## config.mk

```make
export PLATFORM = sky130hd
export DESIGN_NAME = otter_hazard_controller
export DESIGN_NICKNAME = d
export VERILOG_FILES = /design/src/rtl/otter_pipe_pkg.sv /design/src/rtl/otter_forward_unit.sv /design/src/rtl/otter_hazard_controller.sv
export SDC_FILE = /design/constraint.sdc
export NUM_CORES = 1
export LEC_CHECK = 0
export CAP_MARGIN = 40
export CORE_MARGIN = 3
export CORE_UTILIZATION = 48
export CTS_CLUSTER_DIAMETER = 40
export DETAILED_ROUTE_END_ITERATION = 7
export PLACE_DENSITY = 0.8
export SLEW_MARGIN = 20
export SYNTH_ARGS = -nofsm -noshare
export SYNTH_HDL_FRONTEND = slang
export SYNTH_SLANG_ARGS = --single-unit
```

## constraint.sdc

```tcl
create_clock -name CLK -period 2.55 [get_ports CLK]
set_input_delay 0.51 -clock CLK [delete_from_list [all_inputs] [get_ports CLK]]
set_output_delay 0.51 -clock CLK [all_outputs]
set_load 0.01 [all_outputs]
```

## src/rtl/otter_pipe_pkg.sv

```systemverilog
// Shared types and constants for the OTTER pipeline hazard logic:
// controller states, forwarding selects, PC source codes and the x0 index.
package otter_pipe_pkg;

  typedef enum logic [1:0] {
    RUN    = 2'd0,
    FREEZE = 2'd1,
    ERROR  = 2'd2
  } hz_state_e;

  localparam logic [1:0] FWD_RF  = 2'd0;
  localparam logic [1:0] FWD_MEM = 2'd1;
  localparam logic [1:0] FWD_WB  = 2'd2;

  localparam logic [1:0] PC_SRC_NEXT   = 2'd0;
  localparam logic [1:0] PC_SRC_JALR   = 2'd1;
  localparam logic [1:0] PC_SRC_BRANCH = 2'd2;
  localparam logic [1:0] PC_SRC_JAL    = 2'd3;

  localparam logic [4:0] X0 = 5'd0;

  // A producer only matches a consumer when it really writes a non-x0 register.
  function automatic logic rd_hit(input logic we, input logic [4:0] rd, input logic [4:0] rs);
    return we && (rd != X0) && (rd == rs);
  endfunction

  function automatic logic is_redirect(input logic [1:0] pc_src);
    case (pc_src)
      PC_SRC_JALR, PC_SRC_BRANCH, PC_SRC_JAL: return 1'b1;
      PC_SRC_NEXT:                            return 1'b0;
      default:                                return 1'b0;
    endcase
  endfunction

endpackage

```

## src/rtl/otter_forward_unit.sv

```systemverilog
// Combinational ALU operand forwarding select for one source register.
// The younger MEM-stage result wins over the WB-stage result.
module otter_forward_unit
  import otter_pipe_pkg::*;
(
  input  logic [4:0] ex_rs,
  input  logic [4:0] mem_rd,
  input  logic       mem_regwrite,
  input  logic [4:0] wb_rd,
  input  logic       wb_regwrite,
  output logic [1:0] fwd_sel
);

  logic mem_match;
  logic wb_match;

  assign mem_match = rd_hit(mem_regwrite, mem_rd, ex_rs);
  assign wb_match  = rd_hit(wb_regwrite, wb_rd, ex_rs);

  always_comb begin
    fwd_sel = FWD_RF;
    if (mem_match) begin
      fwd_sel = FWD_MEM;
    end else if (wb_match) begin
      fwd_sel = FWD_WB;
    end
  end

endmodule

```

## src/rtl/otter_hazard_controller.sv

```systemverilog
// Stall/flush/forwarding controller for the 5-stage OTTER pipeline, with
// memory-busy freeze, saturating performance counters and a wait watchdog.
module otter_hazard_controller
  import otter_pipe_pkg::*;
#(
  parameter int CNT_W    = 32,
  parameter int WAIT_MAX = 15
) (
  input  logic             CLK,
  input  logic             RST,
  input  logic [4:0]       DEC_RS1,
  input  logic [4:0]       DEC_RS2,
  input  logic             DEC_USES_RS1,
  input  logic             DEC_USES_RS2,
  input  logic [4:0]       EX_RS1,
  input  logic [4:0]       EX_RS2,
  input  logic [4:0]       EX_RD,
  input  logic             EX_REGWRITE,
  input  logic             EX_MEMREAD2,
  input  logic [1:0]       EX_PCSOURCE,
  input  logic [4:0]       MEM_RD,
  input  logic             MEM_REGWRITE,
  input  logic [4:0]       WB_RD,
  input  logic             WB_REGWRITE,
  input  logic             MEM_BUSY,
  output logic             PC_WRITE,
  output logic             IF_ID_WRITE,
  output logic             ID_EX_WRITE,
  output logic             EX_MEM_WRITE,
  output logic             IF_ID_FLUSH,
  output logic             ID_EX_FLUSH,
  output logic [1:0]       FWD_A_SEL,
  output logic [1:0]       FWD_B_SEL,
  output logic [CNT_W-1:0] STALL_CNT,
  output logic [CNT_W-1:0] FLUSH_CNT,
  output logic [CNT_W-1:0] FREEZE_CNT,
  output logic             ERR
);

  localparam int WAIT_W = $clog2(WAIT_MAX + 1);
  localparam logic [WAIT_W-1:0] WAIT_LIMIT = WAIT_W'(WAIT_MAX);
  localparam logic [WAIT_W-1:0] WAIT_ONE   = WAIT_W'(1);
  localparam logic [CNT_W-1:0]  CNT_ONE    = {{(CNT_W-1){1'b0}}, 1'b1};
  localparam logic [CNT_W-1:0]  CNT_FULL   = {CNT_W{1'b1}};

  hz_state_e         state_reg, state_next;
  logic [WAIT_W-1:0] wait_reg, wait_next;
  logic              err_reg, err_next;
  logic [CNT_W-1:0]  stall_cnt_reg, stall_cnt_next;
  logic [CNT_W-1:0]  flush_cnt_reg, flush_cnt_next;
  logic [CNT_W-1:0]  freeze_cnt_reg, freeze_cnt_next;

  logic load_use;
  logic redirect;
  logic stall_evt, flush_evt, freeze_evt;
  logic pc_w, if_id_w, id_ex_w, ex_mem_w, if_id_f, id_ex_f;

  logic [4:0] op_rs  [2];
  logic [1:0] op_fwd [2];

  assign op_rs[0] = EX_RS1;
  assign op_rs[1] = EX_RS2;

  genvar gi;
  generate
    for (gi = 0; gi < 2; gi++) begin : g_fwd
      otter_forward_unit u_fwd (
        .ex_rs        (op_rs[gi]),
        .mem_rd       (MEM_RD),
        .mem_regwrite (MEM_REGWRITE),
        .wb_rd        (WB_RD),
        .wb_regwrite  (WB_REGWRITE),
        .fwd_sel      (op_fwd[gi])
      );
    end
  endgenerate

  assign load_use = EX_MEMREAD2 &&
                    ((DEC_USES_RS1 && rd_hit(EX_REGWRITE, EX_RD, DEC_RS1)) ||
                     (DEC_USES_RS2 && rd_hit(EX_REGWRITE, EX_RD, DEC_RS2)));
  assign redirect = is_redirect(EX_PCSOURCE);

  function automatic logic [CNT_W-1:0] sat_inc(input logic [CNT_W-1:0] v, input logic ev);
    return (ev && (v != CNT_FULL)) ? (v + CNT_ONE) : v;
  endfunction

  always_comb begin
    state_next = state_reg;
    wait_next  = wait_reg;
    err_next   = err_reg;
    stall_evt  = 1'b0;
    flush_evt  = 1'b0;
    freeze_evt = 1'b0;
    pc_w       = 1'b0;
    if_id_w    = 1'b0;
    id_ex_w    = 1'b0;
    ex_mem_w   = 1'b0;
    if_id_f    = 1'b0;
    id_ex_f    = 1'b0;

    case (state_reg)
      RUN, FREEZE: begin
        if (MEM_BUSY) begin
          // Everything holds; a pending redirect/load-use is re-judged once the bus frees.
          freeze_evt = 1'b1;
          wait_next  = (state_reg == RUN) ? WAIT_ONE : (wait_reg + WAIT_ONE);
          if (wait_next >= WAIT_LIMIT) begin
            state_next = ERROR;
            err_next   = 1'b1;
          end else begin
            state_next = FREEZE;
          end
        end else begin
          state_next = RUN;
          wait_next  = '0;
          pc_w       = 1'b1;
          if_id_w    = 1'b1;
          id_ex_w    = 1'b1;
          ex_mem_w   = 1'b1;
          if (redirect) begin
            // Decode and fetch both hold wrong-path instructions, so load-use is moot.
            if_id_f   = 1'b1;
            id_ex_f   = 1'b1;
            flush_evt = 1'b1;
          end else if (load_use) begin
            pc_w      = 1'b0;
            if_id_w   = 1'b0;
            id_ex_f   = 1'b1;
            stall_evt = 1'b1;
          end
        end
      end
      ERROR: begin
        state_next = ERROR;
        err_next   = 1'b1;
      end
      default: begin
        state_next = RUN;
        wait_next  = '0;
      end
    endcase

    stall_cnt_next  = sat_inc(stall_cnt_reg, stall_evt);
    flush_cnt_next  = sat_inc(flush_cnt_reg, flush_evt);
    freeze_cnt_next = sat_inc(freeze_cnt_reg, freeze_evt);
  end

  always_ff @(posedge CLK) begin
    if (RST) begin
      state_reg      <= RUN;
      wait_reg       <= '0;
      err_reg        <= 1'b0;
      stall_cnt_reg  <= '0;
      flush_cnt_reg  <= '0;
      freeze_cnt_reg <= '0;
    end else begin
      state_reg      <= state_next;
      wait_reg       <= wait_next;
      err_reg        <= err_next;
      stall_cnt_reg  <= stall_cnt_next;
      flush_cnt_reg  <= flush_cnt_next;
      freeze_cnt_reg <= freeze_cnt_next;
    end
  end

  // Reset holds the pipeline with NOPs loaded into both front registers.
  always_comb begin
    PC_WRITE     = pc_w;
    IF_ID_WRITE  = if_id_w;
    ID_EX_WRITE  = id_ex_w;
    EX_MEM_WRITE = ex_mem_w;
    IF_ID_FLUSH  = if_id_f;
    ID_EX_FLUSH  = id_ex_f;
    FWD_A_SEL    = op_fwd[0];
    FWD_B_SEL    = op_fwd[1];
    if (RST) begin
      PC_WRITE     = 1'b0;
      IF_ID_WRITE  = 1'b0;
      ID_EX_WRITE  = 1'b0;
      EX_MEM_WRITE = 1'b0;
      IF_ID_FLUSH  = 1'b1;
      ID_EX_FLUSH  = 1'b1;
      FWD_A_SEL    = FWD_RF;
      FWD_B_SEL    = FWD_RF;
    end
  end

  assign STALL_CNT  = stall_cnt_reg;
  assign FLUSH_CNT  = flush_cnt_reg;
  assign FREEZE_CNT = freeze_cnt_reg;
  assign ERR        = err_reg;

endmodule

```

Word level (Yosys, flattened, before mapping)
Cells that the tools add are included.

storage, ports and cells
  flip-flop bits (word level) = 103
  output and inout bits = 107

operators by class
  order comparisons = 1
  add/subtract/negate cells = 4
  equality and inequality tests = 16
  multiplexer cells = 38
  reduce and logical (&&, ||, !) cells = 25

operators with widths
  kind                                                                   count
  32-bit by 1-bit adder with 32-bit output, second input constant        3
  32-bit != test, second input constant                                  3
  5-bit equality test                                                    6
  1-bit two-way mux                                                      24
  2-bit two-way mux                                                      8
  1-bit logical AND                                                      15
  5-bit nonzero test                                                     3
  4-bit two-way mux                                                      2
  4-bit one-hot mux with 2 select lines                                  1
  2-bit equality test, second input constant                             3
  4-bit by 1-bit adder with 4-bit output, second input constant          1
  2-bit by 1-bit equality test with 1-bit output, second input constant  2
  4-bit >= comparator, second input constant                             1
  2-bit logical NOT                                                      2
  2-bit != test, second input constant                                   2
  1-bit one-hot mux with 2 select lines                                  2
  2-bit one-hot mux with 2 select lines                                  1
  3-bit AND reduction                                                    1
  3-bit OR reduction                                                     1
  2-bit nonzero test                                                     1
  2-bit OR reduction                                                     1
  1-bit logical OR                                                       1

Depth between registers and ports, before layout
  depth in word-level cells = 11
  depth in mapped cells = 9
  depth with buffers taken out = 7

Hierarchy
Synthesis repeated with hierarchy kept, for this count alone.

unflattened totals
  cell total of the unflattened synthesis = 661
  area total of the unflattened synthesis = 5,406.4 sq um

modules (own cells, without submodules)
  module                   sequential area each (sq um)  cells each  area each (sq um)  instances
  otter_hazard_controller  2,062.0                       619         5,088.6            1
  otter_forward_unit       0.0                           21          158.9              2

Least setup slack after synthesis
Ideal clock, no wire load.

  path kind = input -> output
  from = input EX_RD[1]
  to = output PC_WRITE
  path slack = 0.146 ns
  arrival = 1.894 ns
  stages on the path = 5
  cells stage by stage = or4_1 -> o21ai_0 -> nor2_1 -> a21boi_0 -> buf_4

between the ends
  longest elaborated chain between the ends = 11

ends and longest elaborated chain
  element                               RTL line                                                      text
  start, declared                       otter_hazard_controller.sv:17                                 input logic [4:0] EX_RD,
  5-bit nonzero test                    otter_pipe_pkg.sv:24                                          return we && (rd != X0) && (rd == rs);
  1-bit logical AND (2 in a row)        otter_pipe_pkg.sv:24
  1-bit logical AND (on tied branches)  otter_hazard_controller.sv:79, otter_hazard_controller.sv:80
  1-bit logical OR (*)                  otter_hazard_controller.sv:79                                 ((DEC_USES_RS1 && rd_hit(EX_REGWRITE, EX_RD, DEC_RS1)) ||
  1-bit logical AND (*)                 otter_hazard_controller.sv:78                                 assign load_use = EX_MEMREAD2 &&
  1-bit two-way mux (*) (5 in a row)    -
  end, declared                         otter_hazard_controller.sv:26                                 output logic PC_WRITE,

Mark *: on every way between the ends. The rest lies on a longest branch, timed or not.

Worst setup path after layout
  from = input EX_MEMREAD2
  to = register stall_cnt_reg[18] (netlist: STALL_CNT[18])

between the ends
  longest elaborated chain between the ends = 6

ends and longest elaborated chain
  element               RTL line                        text
  start, declared       otter_hazard_controller.sv:19   input logic EX_MEMREAD2,
  1-bit logical AND     otter_hazard_controller.sv:78
  1-bit two-way mux     otter_hazard_controller.sv:125  end else if (load_use) begin
  1-bit two-way mux     otter_hazard_controller.sv:120  if (redirect) begin
  1-bit two-way mux     otter_hazard_controller.sv:103  if (MEM_BUSY) begin
  1-bit two-way mux     otter_hazard_controller.sv:101  case (state_reg)
  1-bit logical AND     otter_hazard_controller.sv:84   return (ev && (v != CNT_FULL)) ? (v + CNT_ONE) : v;
  end signal, assigned  otter_hazard_controller.sv:160  stall_cnt_reg <= stall_cnt_next;
  end, declared         otter_hazard_controller.sv:49   logic [CNT_W-1:0] stall_cnt_reg, stall_cnt_next;

No other way between the ends.
A chain may end at the register's enable or synchronous reset.

==> out/qor.json <==
{
  "setup_path": {
    "endpoint_kind": "register",
    "ff2ff_path_depth": 7,
    "worstSetupStartpointType": "primary input",
    "crit_path_max_incr_delay_ns": 0.64,
    "crit_required_ns": 2.81,
    "worst-path-max-fanout": 11,
    "criticalPathCategory": "in2reg",
    "ordered_cell_list_for_the_critical_path": "clkdlybuf4s50_1 -> and2_1 -> buf_4 -> o2111ai_4 -> or4_4 -> nor4_2 -> mux2_2",
    "critical_path_arrival_ns": 2.78,
    "standard_cell_with_the_maximum_stage_delay_on_the_critical_path": "sky130_fd_sc_hd__or4_4"
  },
  "synth": {
    "count_of_flip_flops_with_a_built_in_enable_after_synthesis": 0,
    "synthCells": 653,
    "synth_xor_xnor_area_share_pct": 16.1,
    "adder_and_majority_gate_portion_of_the_synthesized_area_pct": 0.928,
    "synth.ff_latch_count": 103,
    "syn_area_mm2": 0.00539,
    "avgSynthCellArea_um2": 8.26,
    "synth_nets": 703,
    "share_of_yosys_cell_area_claimed_by_the_top_area_cell_type_pct": 38.2,
    "ys_async_sr_fraction_pct": 0,
    "synth_mux_area_share_pct": 0.974,
    "synth_warnings": 0,
    "yosys.cell_count.top_type": "sky130_fd_sc_hd__dfxtp_1",
    "synth-compound-area-share_pct": 8.17,
    "synth_common_cells": "sky130_fd_sc_hd__dfxtp_1, sky130_fd_sc_hd__nor2_1, sky130_fd_sc_hd__xor2_1",
    "ys_dominant_reg_cell": "sky130_fd_sc_hd__dfxtp_1",
    "synth-seq-area-share_pct": 38.2,
    "synth_simple_gate_area_share_pct": 32.6,
    "synth.largest_area_cell": "sky130_fd_sc_hd__dfxtp_1",
    "synth_cell_types": 54,
    "synth_top_family_by_area": "simple AND/OR/NAND/NOR gates",
    "post_synth_main_area_contributors": "sky130_fd_sc_hd__dfxtp_1, sky130_fd_sc_hd__xor2_1, sky130_fd_sc_hd__xnor2_1"
  },
  "finish": {
    "filler_cell_count": 855,
    "n_antenna_cell": 0,
    "final_core_util_pct": 70.6,
    "drive_gt1_share_pct": 13.3,
    "layout-area-overhead-vs-synth_pct": 42.6,
    "final_nets": 905
  },
  "floorplanning": {
    "die-area_mm2": 0.0125,
    "top_level_ports": 153,
    "die_height_um": 112,
    "core_region_area_mm2": 0.0109,
    "start_util_pct": 49.5,
    "width_of_the_die_um": 112,
    "rows": 38
  },
  "clock_network": {
    "cts_htree_levels": 3,
    "cts_root_buffer": "sky130_fd_sc_hd__clkbuf_8",
    "clock_insertion_delay_worst_skew_ns": 0.37,
    "cts_made_buffers": 9,
    "clock_tree_from_tritoncts": "built",
    "hold_buffers": 0,
    "clk_pin_slew_worst_paths_ns": 0.10,
    "longest_clk_path_bufs": 2,
    "number_of_clock_sinks_seen_by_cts": 103
  },
  "sta": {
    "fin_skew_ns": 0.0140,
    "slew_headroom_pct": 60.8,
    "final.setup.worst_slack_ns": 0.0334,
    "final_hold_viol_count": 0,
    "fmaxAchievable_mhz": 397,
    "post_route_clock_period_utilization_pct": 98.7,
    "final.setup.tns_ns": 0,
    "setup_viol": 0,
    "worst_pin_slew_ns": 0.583,
    "post-route-min-period_ns": 2.52,
    "report.final.slew_viol_count": 0,
    "hold-worst-slack_ns": 0.491,
    "grt_setup_unrepaired": "true"
  },
  "drt": {
    "drtIter0Drc": 311,
    "detail_route.drc_violations": 0,
    "post_drt_via_cell_ratio": 5.49,
    "routed_wl_um": 14900,
    "dr.pass1.iters": 4,
    "route.detailed.wl_per_inst_um": 14.9,
    "remaining_antenna_violation_count_after_routing": 0,
    "route.vias.total": 5481
  },
  "outcome": {
    "status": "finished, final reports clean"
  },
  "grt": {
    "grt_pass1_wl_um": 24700,
    "grt_overflow_total": 0,
    "grt_antenna_before_repair": 0,
    "globalRouteTotalUtil_pct": 23.3,
    "number_of_global_route_vias_before_repair": 5310,
    "grt_max_degree": 90
  },
  "min_path": {
    "worst_hold_path_type": "reg2reg",
    "min_delay_path_depth": 2
  },
  "power": {
    "irDropWorstVdd_mv": 0.230,
    "leakage_nw": 2.70,
    "power_density_mw_per_mm2": 372
  },
  "placement": {
    "preCtsSetupSlack_ns": -0.698,
    "weighted_congestion_at_the_end_of_routability_driven_global_placement": 0.879,
    "buffer_ports.inserted": 152,
    "place_hpwl_um": 11300
  },
  "job": {
    "max_cap_violations": 0
  }
}
through the flow:
step / power [mW] / cell area, um^2 / instances
4_1_cts: 2.88 / 7600 / 996
3_3_place_gp: 1.96 / 7410 / 980
2_1_floorplan: 1.79 / 5390 / 653
6_report: 2.86 / 7690 / 999
5_1_grt: 2.98 / 7690 / 999
3_5_place_dp: 1.97 / 7410 / 980
path summary, 6_finish.rpt:
path / slack, ns / from / to
min reg2reg: 0.49 / ERR$_SDFFE_PP0P_ / ERR$_SDFFE_PP0P_
min: 0.49 / ERR$_SDFFE_PP0P_ / ERR$_SDFFE_PP0P_
max reg2reg: 0.18 / FREEZE_CNT[1]$_SDFFE_PP0P_ / FREEZE_CNT[30]$_SDFFE_PP0P_
max: 0.03 / EX_MEMREAD2 / STALL_CNT[18]$_SDFFE_PP0P_
layer usage:
| metal | vias up | global-route usage, % | wire (um) | share of wire, % |
|---|---|---|---|---|
| met5 | - | 0 | 0 | 0 |
| li1 | 2711 | - | - | - |
| met2 | 172 | 40.4 | 7350 | 49 |
| met1 | 2579 | 29.1 | 6420 | 43 |
| met4 | 0 | 6.09 | 174 | 1.2 |
| met3 | 19 | 5.43 | 964 | 6.5 |
critical path: cells and delay by family:
family | cells | cell delay (ns)
AOI/OAI and AO/OA | 1 | 0.15
buffers and inverters | 2 | 0.61
muxes | 1 | 0.37
and+or+nand+nor | 3 | 1.14
where the power goes:
| group | total (mW) | switching, mW | internal, mW |
|---|---|---|---|
| registers | 1.63 | 0.0112 | 1.62 |
| logic | 0.323 | 0.149 | 0.175 |
| clock network | 0.907 | 0.555 | 0.352 |
| total | 2.86 | 0.715 | 2.14 |
placed cells by master, fill, tap and decap left out, types with 5 or more instances in the layout:
cell type,n
sky130_fd_sc_hd__clkdlybuf4s50_1,122
sky130_fd_sc_hd__dfxtp_1,102
sky130_fd_sc_hd__nor2_1,94
sky130_fd_sc_hd__buf_4,60
sky130_fd_sc_hd__xor2_1,53
sky130_fd_sc_hd__nand3_1,43
sky130_fd_sc_hd__xnor2_1,42
sky130_fd_sc_hd__nand4_1,41
sky130_fd_sc_hd__nand2_1,40
sky130_fd_sc_hd__nor3_1,22
sky130_fd_sc_hd__a21oi_1,22
sky130_fd_sc_hd__o21ai_0,19
sky130_fd_sc_hd__inv_1,16
sky130_fd_sc_hd__or3_1,16
sky130_fd_sc_hd__dlygate4sd2_1,15
sky130_fd_sc_hd__nor4_1,14
sky130_fd_sc_hd__and3_1,12
sky130_fd_sc_hd__or4_1,9
sky130_fd_sc_hd__clkbuf_8,9
sky130_fd_sc_hd__nor2b_1,7
sky130_fd_sc_hd__dlymetal6s2s_1,7
sky130_fd_sc_hd__buf_2,7
sky130_fd_sc_hd__and2_1,6
sky130_fd_sc_hd__and4_1,5
area by class of cell:
| cell class | instances | area (um^2) | share of cell area (%) |
|---|---|---|---|
| Clock buffer | 10 | 128 | 1.66 |
| Clock inverter | 5 | 35.0 | 0.456 |
| Inverter | 16 | 60.1 | 0.781 |
| Multi-Input combinational cell | 512 | 3270 | 42.6 |
| Sequential cell | 103 | 2060 | 26.8 |
| Tap cell | 140 | 175 | 2.28 |
| Timing Repair Buffer | 213 | 1960 | 25.4 |
cell families (layout without fill, tap and decap cells):
group	after synthesis	in the layout
xor+xnor	99	99
fa+ha+maj	4	4
buf+inv	38	244
compound gates	69	69
flops	103	103
simple gates	335	335
mux	5	5
timing repair:
action	4_1_cts	5_1_grt
setup endpoints to repair	9	10
gates resized for setup	67	14
setup buffers	2	2
pin swaps	14	10
Note: power is estimated with default switching activity, not from simulation.
